===== src/rtl/seg_scan_ctrl.sv =====
// seg_scan_ctrl: time-multiplexed 7-segment scan controller with blanking, leading-zero suppression and frame-aligned updates
module seg_scan_ctrl #(
   parameter int NUM_DIGITS   = 4,
   parameter int REFRESH_DIV  = 50000,
   parameter int BLANK_CYCLES = 500
) (
   input  logic                    clk,
   input  logic                    rst,
   input  logic [4*NUM_DIGITS-1:0] value_in,
   input  logic                    load,
   input  logic                    lz_en,
   output logic [3:0]              nibble,
   output logic [NUM_DIGITS-1:0]   an,
   output logic                    seg_off,
   output logic                    load_ack,
   output logic                    frame_start
);
   localparam int MAXC = REFRESH_DIV > BLANK_CYCLES ? REFRESH_DIV : BLANK_CYCLES;
   localparam int CW   = $clog2(MAXC + 1);
   localparam int IW   = $clog2(NUM_DIGITS);
   localparam int VW   = 4 * NUM_DIGITS;
   typedef enum logic {BLANK, SHOW} state_t;
   state_t          state, state_n;
   logic [CW-1:0]   cnt, cnt_n;
   logic [IW-1:0]   idx, idx_n;
   logic [VW-1:0]   active, active_n, shadow;
   logic            pending, run, done, wrap, commit, supp;
   // next scan position, frame-boundary commit and suppression of the digit about to be shown
   always_comb begin
      done     = state == BLANK ? cnt == CW'(BLANK_CYCLES - 1) : cnt == CW'(REFRESH_DIV - 1);
      wrap     = run && done && state == SHOW && idx == IW'(NUM_DIGITS - 1);
      commit   = wrap && (load || pending);
      active_n = commit ? (load ? value_in : shadow) : active;
      state_n  = run && done ? (state == BLANK ? SHOW : BLANK) : state;
      cnt_n    = !run || done ? '0 : cnt + CW'(1);
      idx_n    = run && done && state == SHOW ? (idx == IW'(NUM_DIGITS - 1) ? '0 : idx + IW'(1)) : idx;
      supp     = lz_en && idx_n != '0 && (active_n >> (4 * idx_n)) == '0;
   end
   // state, value registers and registered outputs; the first cycle after reset release starts frame 0
   always_ff @(posedge clk) begin
      if (rst) begin
         state       <= BLANK;
         cnt         <= '0;
         idx         <= '0;
         active      <= '0;
         shadow      <= '0;
         pending     <= 1'b0;
         run         <= 1'b0;
         nibble      <= '0;
         an          <= '1;
         seg_off     <= 1'b1;
         load_ack    <= 1'b0;
         frame_start <= 1'b0;
      end else begin
         state       <= state_n;
         cnt         <= cnt_n;
         idx         <= idx_n;
         active      <= active_n;
         run         <= 1'b1;
         shadow      <= load ? value_in : shadow;
         pending     <= commit ? 1'b0 : (load ? 1'b1 : pending);
         load_ack    <= commit;
         frame_start <= !run || wrap;
         if (!run || (done && state == SHOW)) nibble <= active_n[4*idx_n +: 4];
         an          <= state_n == SHOW ? ~(NUM_DIGITS'(1) << idx_n) : '1;
         seg_off     <= state_n != SHOW || supp;
      end
   end
endmodule


===== config.mk =====
export PLATFORM = sky130hd
export DESIGN_NAME = seg_scan_ctrl
export DESIGN_NICKNAME = d
export VERILOG_FILES = /design/src/rtl/seg_scan_ctrl.sv
export SDC_FILE = /design/constraint.sdc
export NUM_CORES = 1
export LEC_CHECK = 0
export CAP_MARGIN = 5
export CORE_MARGIN = 10
export CORE_UTILIZATION = 35
export CTS_CLUSTER_DIAMETER = 150
export DETAILED_ROUTE_END_ITERATION = 16
export MAX_ROUTING_LAYER = met4
export PLACE_DENSITY = 0.51
export SLEW_MARGIN = 40
export SYNTH_ARGS = -nofsm -noshare
export SYNTH_HDL_FRONTEND = slang
export SYNTH_SLANG_ARGS = --single-unit

===== constraint.sdc =====
create_clock -name clk -period 3.2 [get_ports clk]
set_clock_uncertainty 0.05 [all_clocks]
set_input_delay 0.48 -clock clk [delete_from_list [all_inputs] [get_ports clk]]
set_output_delay 0.48 -clock clk [all_outputs]
set_load 0.1 [all_outputs]

# [Yosys cells after proc, flatten, opt, wreduce, memory -nomap -nowiden]
# Cells that the tools add are included.
[op_classes] addsub=2 n_eq_ne=3 shift=3 mux=8 bitwise=2 n_reduce_logical=18
[op_table] op="$mux W16" count=2
[op_table] op="$add A16 B1 Y16 const B" count=1
[op_table] op="$eq A16 B16 Y1 const B" count=1
[op_table] op="$eq A16 B9 Y1 const B" count=1
[op_table] op="$logic_not A16 Y1" count=1
[op_table] op="$shiftx A16 B5 Y4" count=1
[op_table] op="$shr A16 B4 Y16" count=1
[op_table] op="$logic_and A1 B1 Y1" count=7
[op_table] op="$reduce_or A2 Y1" count=3
[op_table] op="$logic_or A1 B1 Y1" count=5
[op_table] op="$mux W1" count=4
[op_table] op="$mux W2" count=2
[op_table] op="$not A4 Y4" count=1
[op_table] op="$shl A1 B2 Y4 const A" count=1
[op_table] op="$add A2 B1 Y2 const B" count=1
[op_table] op="$eq A2 B2 Y1 const B" count=1
[op_table] op="$reduce_bool A2 Y1" count=1
[op_table] op="$logic_not A1 Y1" count=1
[op_table] op="$not A1 Y1" count=1
[totals] reg_bits=64 in_bits=20 output_inout_bits=11 elab_cells=48

# [Logic depth before layout (Yosys ltp)]
# Gate-level depths: netlist of the first run.
[logic_depth] depth_word=11 ltp_mapped=13 mapped_depth_nobuf=12

# [Least setup slack after synthesis of the first run]
# No wires, ideal clock.
[synth_timing] path_type="register to register" startpoint="register cnt[2]" endpoint="register nibble[3]" setup_time_ps=128 arrival_time_ps=2462 t_required_ps=3022 slack_ps=561 path_stages_with_launch=12 path_buffers=2 period_less_slack_ps=2639 path_cell_list="dfxtp_1 -> or4_1 -> nor3_1 -> o21a_1 -> and2_1 -> ha_1 -> buf_2 -> buf_4 -> a21o_1 -> mux2_2 -> mux2i_1 -> nor2_1"
[synth_between] elab_chain_len=8 elab_cells_between_ends=12 cone_classes="eq/ne (2); shift (1); mux (3); reduce/logical (6)"
[synth_lines] item="from (decl)" line="24" rtl="logic [CW-1:0] cnt, cnt_n;"
[synth_lines] item="from (signal assigned)" line="56" rtl="cnt <= cnt_n;"
[synth_lines] item="$eq A16 B9 Y1 / $eq A16 B16 Y1 (equally long branches)" line="30" rtl="done = state == BLANK ? cnt == CW'(BLANK_CYCLES - 1) : cnt == CW'(REFRESH_DIV - 1);"
[synth_lines] item="$mux W1 (*)" line="30"
[synth_lines] item="$logic_and A1 B1 Y1 (2 in a row)" line="31, 36"
[synth_lines] item="$logic_and A1 B1 Y1" line="31" rtl="wrap = run && done && state == SHOW && idx == IW'(NUM_DIGITS - 1);"
[synth_lines] item="$logic_and A1 B1 Y1" line="32" rtl="commit = wrap && (load || pending);"
[synth_lines] item="$mux W16" line="33" rtl="active_n = commit ? (load ? value_in : shadow) : active;"
[synth_lines] item="$shiftx A16 B5 Y4" line="64" rtl="if (!run || (done && state == SHOW)) nibble <= active_n[4*idx_n +: 4];"
[synth_lines] item="to (signal assigned)" line="64"
[synth_lines] item="to (decl)" line="12" rtl="output logic [3:0] nibble,"
# Every way passes the cells marked *; elsewhere a longest branch is shown, timed or not.
# A chain may end at the register's enable or synchronous reset.

# [Worst setup path in the final report of the first run]
[layout_timing] startpoint="register cnt[2]" endpoint="register seg_off"
[layout_between] elab_chain_len=11 elab_cells_between_ends=17 cone_classes="eq/ne (2); shift (1); mux (4); bitwise (1); reduce/logical (9)"
[layout_lines] item="$eq A16 B9 Y1 / $eq A16 B16 Y1 (equally long branches)" line="30"
[layout_lines] item="$mux W1 (*)" line="30"
[layout_lines] item="$logic_and A1 B1 Y1 (*)" line="31, 34, 36"
[layout_lines] item="$logic_and A1 B1 Y1" line="31, 36"
[layout_lines] item="$logic_and A1 B1 Y1" line="31"
[layout_lines] item="$logic_and A1 B1 Y1" line="32"
[layout_lines] item="$mux W16" line="33"
[layout_lines] item="$shr A16 B4 Y16" line="37" rtl="supp = lz_en && idx_n != '0 && (active_n >> (4 * idx_n)) == '0;"
[layout_lines] item="$logic_not A16 Y1" line="37"
[layout_lines] item="$logic_and A1 B1 Y1" line="37"
[layout_lines] item="$logic_or A1 B1 Y1 (*)" line="66" rtl="seg_off <= state_n != SHOW || supp;"
[layout_lines] item="to (signal assigned)" line="66"
[layout_lines] item="to (decl)" line="14" rtl="output logic seg_off,"
# Marked as above.

==> summary.md, run 1 <==
| Metric | Value |
|---|---|
| Status | complete, no violations |
| Routed Antenna Nets | 0 |
| Fmax | 0.347 GHz |
| Setup_tns | 0 ns |
| Initial antenna violation count | 0 |
| Synth Instances | 324 |
| # DRC | 0 |
| Routability congestion estimate | 0.841 |
| Final Cycle Share | 90.1% |
| Tmin final | 2.88 ns |
| Cts bufs inserted | 9 |
| Most frequent cells in the layout | nor2_1 (62), dfxtp_1 (61), buf_4 (22) |
| Drt total wl | 6.93 mm |
| Clock tree sinks | 64 |
| Synth Area in Adders | 1.27% |
| Hold Crit Class | flip-flop to flip-flop |
| Postcts setup bufs | 0 |
| Final hold vios | 0 |
| Total Nets Final | 383 |
| Vias in the first global route | 2,438 |
| Die Ht | 112 um |
| Tightest Pin Transition | 0.551 ns |
| Final setup fails | 0 |
| Avg Cell Area, Syn | 9.13 um^2 |
| Post-synthesis cell type count | 54 |
| Largest family of logic cells by synthesized area | simple AND/OR/NAND/NOR gates |
| Placed inst area | 3360 um^2 |
| H-tree level count | 3 |
| Critical path class | flip-flop to flip-flop |
| Grt met2 use | 18.6% |
| Sequential fraction of the synthesis area | 43.3% |
| M3 GR Usage | 3.22% |
| Post-Synth Simple-Gate Area | 24.7% |
| Number of synthesized flops with an enable pin | 0 |
| Ys Warns | 0 |
| Critical path capture point type | flip-flop |
| Cell Area, Synth | 2960 um^2 |
| Xor/xnor share of the synthesized area | 4.15% |
| Clk_lat worst skew | 0.34 ns |
| First-pass GRT wire length | 11.9 mm |
| Power per cell area | 499 nW/um^2 |
| Via count | 2,362 |
| Synth Net Count | 347 |
| Slew Viols, Final | 0 |
| TritonRoute pass-1 iters | 4 |
| Max-cap viol count | 0 |
| Clk slew on worst S/H paths | 0.07 ns |
| RSZ-0062 raised after global routing | false |
| Crit path DAT | 3.06 ns |
| DIE AREA | 12,500 um^2 |
| Total congestion overflow | 0 |
| Grt met1 use | 13.8% |
| CTS tree | built |
| Fin area | 3640 um^2 |
| Max Root-Sink Buffers | 2 |
| Proportion of synthesized flip-flops having asynchronous set or reset | 0% |
| Synth Area in Compound Gates | 15.1% |
| Total track usage | 11.7% |
| Syn-to-layout area delta | 23.2% |
| Worst vdd ir | 0.221 mV |
| Total chip power | 1.82 mW |
| Slew HR | 63.2% |
| CTS root buffer | clkbuf_8 |
| Vias per cell | 5.03 |
| Grt peak-use layer | met2 |
| Core Box Area | 8220 um^2 |
| Post-synthesis mux area share | 7.28% |
| # IOs | 31 |
| Pin count of the biggest net entering global routing | 35 |
| Setup crit start kind | flip-flop |
| Main flop type after synthesis | dfxtp_1 |
| Routed len/inst | 14.7 um |
| Worst Path Max Fanout | 9 |
| P_leak | 1.40 nW |
| Fill cells | 801 |
| Ant diodes | 0 |
| Post-DP HPWL | 5.01 mm |
| Commonest non-fill, non-tap cell in the layout | nor2_1 |
| Layout cells sized above 1 | 16.2% |
| Number of buffers added on ports | 30 |
| Register bit total from synthesis | 64 |
| Placed cells | 454 |
| Row count | 33 |
| DRT iter0 DRCs | 69 |
| Final std cells w/o fill | 470 |
| CP required | 3.38 ns |
| DIE WIDTH | 112 um |
| Initial Util | 36.0% |
## synth_stat cells (2+ instances only)
master    number  area share (%)
clkbuf_1       6            0.76
mux2_1         2            0.76
nand2_1       14             1.8
o221a_2        2            0.76
and4_1         2            0.59
buf_6          2            0.76
or2b_1         2            0.51
nor2b_1        8             1.7
and2_1         4            0.85
mux2_2         2            0.76
o21ai_1        2            0.34
nor2_1        62             7.9
nand3b_1       2            0.51
or2_1          2            0.42
nand2b_1       8             1.7
a21boi_1       2            0.51
dfxtp_1       64              43
o22a_1         2            0.59
xnor2_1        7             2.1
nand4_1        4            0.85
o21ai_0        5            0.85
nor4_1         6             1.3
mux2i_1       17             5.8
or3b_1         3            0.89
a211oi_2       3             1.3
ha_1           3             1.3
xor2_1         7             2.1
a21oi_1        5            0.85
nand3_1        6             1.0
o22ai_1        4            0.85
nor3_1        10             1.7
o211a_1        3             1.0
inv_1          4            0.51
a22oi_1        2            0.51
o211ai_1       2            0.51
buf_2          3            0.51
a21oi_2        2            0.59
o32ai_1        2            0.59
a211oi_1      18             4.6
buf_4          6             1.5
## worst max-delay path, cell delays in order (launching register included)
cell and delay [ns]:
dfxtp_2 0.35, or4_1 0.51, nor3_1 0.16, o21a_1 0.14
and2_1 0.16, ha_4 0.19, and2b_1 0.25, or2_1 0.32
a211oi_2 0.25, nor4_1 0.08, a41oi_1 0.21, o21ai_1 0.08
## worst paths after layout
path / start / depth (start not counted) / slack [ns] / to
setup / recovery: cnt[2] / 11 / 0.32 / seg_off
hold / removal: cnt[0] / 1 / 0.42 / cnt[0]
setup reg to reg: cnt[2] / 11 / 0.32 / seg_off
hold reg to reg: cnt[0] / 1 / 0.42 / cnt[0]
## through the flow
stage / util, % / hold slack [ns] / setup slack, ns
floorplan: - / 0.376 / 0.561
global route: 44.4 / 0.463 / 0.0110
finish: 44.4 / 0.418 / 0.317
detailed placement: 40.9 / 0.408 / 0.0867
CTS: 44.0 / 0.426 / 0.0601
global placement: 40.9 / 0.400 / 0.0746
## power breakdown
group | switching (mW) | internal (mW)
combinational | 0.0655 | 0.0516
sequential | 0.00991 | 0.813
clock | 0.314 | 0.563
total | 0.390 | 1.43
## repair_timing
action	CTS	global route
resized for setup	0	8
hold buffers	0	0
endpoints found under the setup margin	0	5
## cell type report
cell class | count | area, um^2 | share of cell area (%)
Clock buffer | 12 | 155 | 4.26
Clock inverter | 4 | 98.8 | 2.71
Inverter | 5 | 18.8 | 0.515
Multi-Input combinational cell | 238 | 1580 | 43.4
Sequential cell | 64 | 1280 | 35.3
Tap cell | 105 | 131 | 3.60
Timing Repair Buffer | 42 | 375 | 10.3
## metal layers
metal,routed length [um],part of all wire [%]
met5,0,0
met4,102,1.5
met3,181,2.6
met1,3260,47
met2,3390,49
## cells by family (layout without fill, tap and decap cells)
group / count (synthesis) / in the layout
and+or+nand+nor: 141 / 141
DFF: 64 / 64
AOI/OAI and AO/OA: 59 / 59
buffers and inverters: 22 / 63
muxes: 21 / 21
xor gates and xnor gates: 14 / 14
adders and majority gates: 3 / 3
## flip-flops by register name (all words and copies together), names as in the netlist
| signal | cells |
|---|---|
| nibble | 4 |
| load_ack | 1 |
| pending | 1 |
| shadow | 16 |
| active | 16 |
| idx | 2 |
| state | 1 |
| run | 1 |
| seg_off | 1 |
| frame_start | 1 |
| cnt | 16 |
| an | 4 |
Power figures use the tool's default switching activity.
==> inputs of run 2 (changes only) <==
--- a/config.mk
+++ b/config.mk
@@ -6,6 +6,7 @@
 export NUM_CORES = 1
 export LEC_CHECK = 0
 export CAP_MARGIN = 5
+export CORE_ASPECT_RATIO = 0.9
 export CORE_MARGIN = 10
 export CORE_UTILIZATION = 35
 export CTS_CLUSTER_DIAMETER = 150
==> summary.md, run 2 (synthesis gave the netlist of run 1 again) <==
| Metric | Value |
|---|---|
| Core Box Area | 8150 um^2 |
| Syn-to-layout area delta | 22.5% |
| Placed inst area | 3380 um^2 |
| Final setup fails | 0 |
| Final Cycle Share | 90.2% |
| Clock tree sinks | 64 |
| Worst vdd ir | 0.239 mV |
| Via count | 2,389 |
| Clk slew on worst S/H paths | 0.08 ns |
| Worst Path Max Fanout | 8 |
| Tightest Pin Transition | 0.556 ns |
| Slew Viols, Final | 0 |
| R2R depth | 11 |
| Slew HR | 62.8% |
| DIE AREA | 12,500 um^2 |
| Routed len/inst | 14.4 um |
| Hold Crit Class | flip-flop to flip-flop |
| DIE WIDTH | 117 um |
| Total chip power | 1.63 mW |
| Slowest cell on the critical path | or4_1 |
| RSZ-0062 raised after global routing | false |
| Final hold vios | 0 |
| Top flop regs | active: 16 flops, cnt: 16 flops, shadow: 16 flops |
| Setup_tns | 0 ns |
| Tmin final | 2.89 ns |
| Routed Antenna Nets | 0 |
| Cts bufs inserted | 9 |
| Clk_lat worst skew | 0.35 ns |
| # IOs | 31 |
| DRT iter0 DRCs | 82 |
| Max Root-Sink Buffers | 2 |
| Largest stage delay, worst path | 0.51 ns |
| Total track usage | 12.0% |
| Row count | 31 |
| CP required | 3.37 ns |
| # DRC | 0 |
| Initial Util | 36.3% |
| Final core utilization | 44.5% |
| H-tree level count | 3 |
| CTS tree | built |
| Max-cap viol count | 0 |
| Worst path cell trace | or4_1, nor3_1, o21a_1, and2_1, ha_4, and2b_1, or2_1, a211oi_2, nor4_1, a41oi_1, o21ai_1 |
| Drt total wl | 6.82 mm |
| CTS Hold Buffers Added | 0 |
| Status | complete, no violations |
| Most frequent cells in the layout | dfxtp_1 (63), nor2_1 (62), buf_4 (31) |
| CTS root buffer | clkbuf_8 |
| Ant diodes | 0 |
| Pin count of the biggest net entering global routing | 35 |
| Setup crit start kind | flip-flop |
| Critical path class | flip-flop to flip-flop |
| Die Ht | 107 um |
| Crit path DAT | 3.06 ns |
| Hold path cells | 1 |
| Vias per cell | 5.06 |
| Initial antenna violation count | 0 |
| Total congestion overflow | 0 |
| Vias in the first global route | 2,364 |
| Routability congestion estimate | 0.831 |
| Fmax | 0.346 GHz |
| Power per cell area | 449 nW/um^2 |
| Worst hold margin | 0.412 ns |
| Fin area | 3620 um^2 |
| Layout cells sized above 1 | 17.7% |
| Critical path capture point type | flip-flop |
| Number of buffers added on ports | 30 |
| Commonest non-fill, non-tap cell in the layout | dfxtp_1 |
| Total Nets Final | 391 |
| TritonRoute pass-1 iters | 4 |
| P_leak | 1.40 nW |
| Post-DP HPWL | 5.06 mm |
| First-pass GRT wire length | 11.6 mm |
-- run 2: cell types whose count changed in the layout (fill, tap and decap cells not counted), moves of 2 or more --
cell,previous run,this run
buf_4,22,31
bufinv_16,3,1
clkbuf_8,11,9
clkinv_2,0,2
clkinv_4,0,2
clkinvlp_4,0,2
dfxtp_1,61,63
dfxtp_2,3,1
-- run 2: worst paths after layout --
| kind | from | slack, ns | end |
|---|---|---|---|
| worst min register to register | cnt[0] | 0.41 | cnt[0] |
| worst min-delay path | cnt[0] | 0.41 | cnt[0] |
| worst max-delay path | cnt[2] | 0.31 | seg_off |
| worst max register to register | cnt[2] | 0.31 | seg_off |
-- run 2: layout make-up --
class	count	area (um^2)
Clock buffer	9	124
Multi-Input combinational cell	238	1580
Inverter	5	18.8
Tap cell	99	124
Clock inverter	7	72.6
Timing Repair Buffer	50	423
Fill cell	818	4520
Sequential cell	64	1280
-- run 2: timing repair --
item	in CTS	in global routing
hold endpoints to repair	0	0
setup endpoints to repair	0	5
resized for setup	0	6
setup buffers	0	2
-- run 2: critical path, delay by kind of cell, from the launching register on --
family	cells	cell delay [ns]
flops	1	0.35
compound gates	4	0.70
fa+ha+maj	1	0.18
simple gates	6	1.47
-- run 2: stage by stage --
stage	std cells	setup slack [ns]
5_1_grt	472	0.0269
3_3_place_gp	454	0.191
6_report	472	0.313
2_1_floorplan	324	0.561
4_1_cts	470	0.143
3_5_place_dp	454	0.162
-- run 2: metal layers --
| layer | routed length (um) | share of wire [%] | track usage, % |
|---|---|---|---|
| met5 | 0 | 0 | - |
| met4 | 80 | 1.2 | 3.97 |
| met1 | 3370 | 49 | 15.0 |
| met3 | 283 | 4.2 | 3.57 |
| met2 | 3080 | 45 | 18.1 |
-- run 2: where the power goes --
group	switching, mW	internal (mW)
registers	0.0100	0.813
clock network	0.329	0.359
logic	0.0651	0.0514
==> inputs of run 3 (changes only) <==
--- a/config.mk
+++ b/config.mk
@@ -13,7 +13,7 @@
 export DETAILED_ROUTE_END_ITERATION = 16
 export MAX_ROUTING_LAYER = met4
 export PLACE_DENSITY = 0.51
-export SLEW_MARGIN = 40
+export SLEW_MARGIN = 5
 export SYNTH_ARGS = -nofsm -noshare
 export SYNTH_HDL_FRONTEND = slang
 export SYNTH_SLANG_ARGS = --single-unit
==> results of run 3 <==
Same layout as run 2: the final DEF is identical, and so are final timing and power.
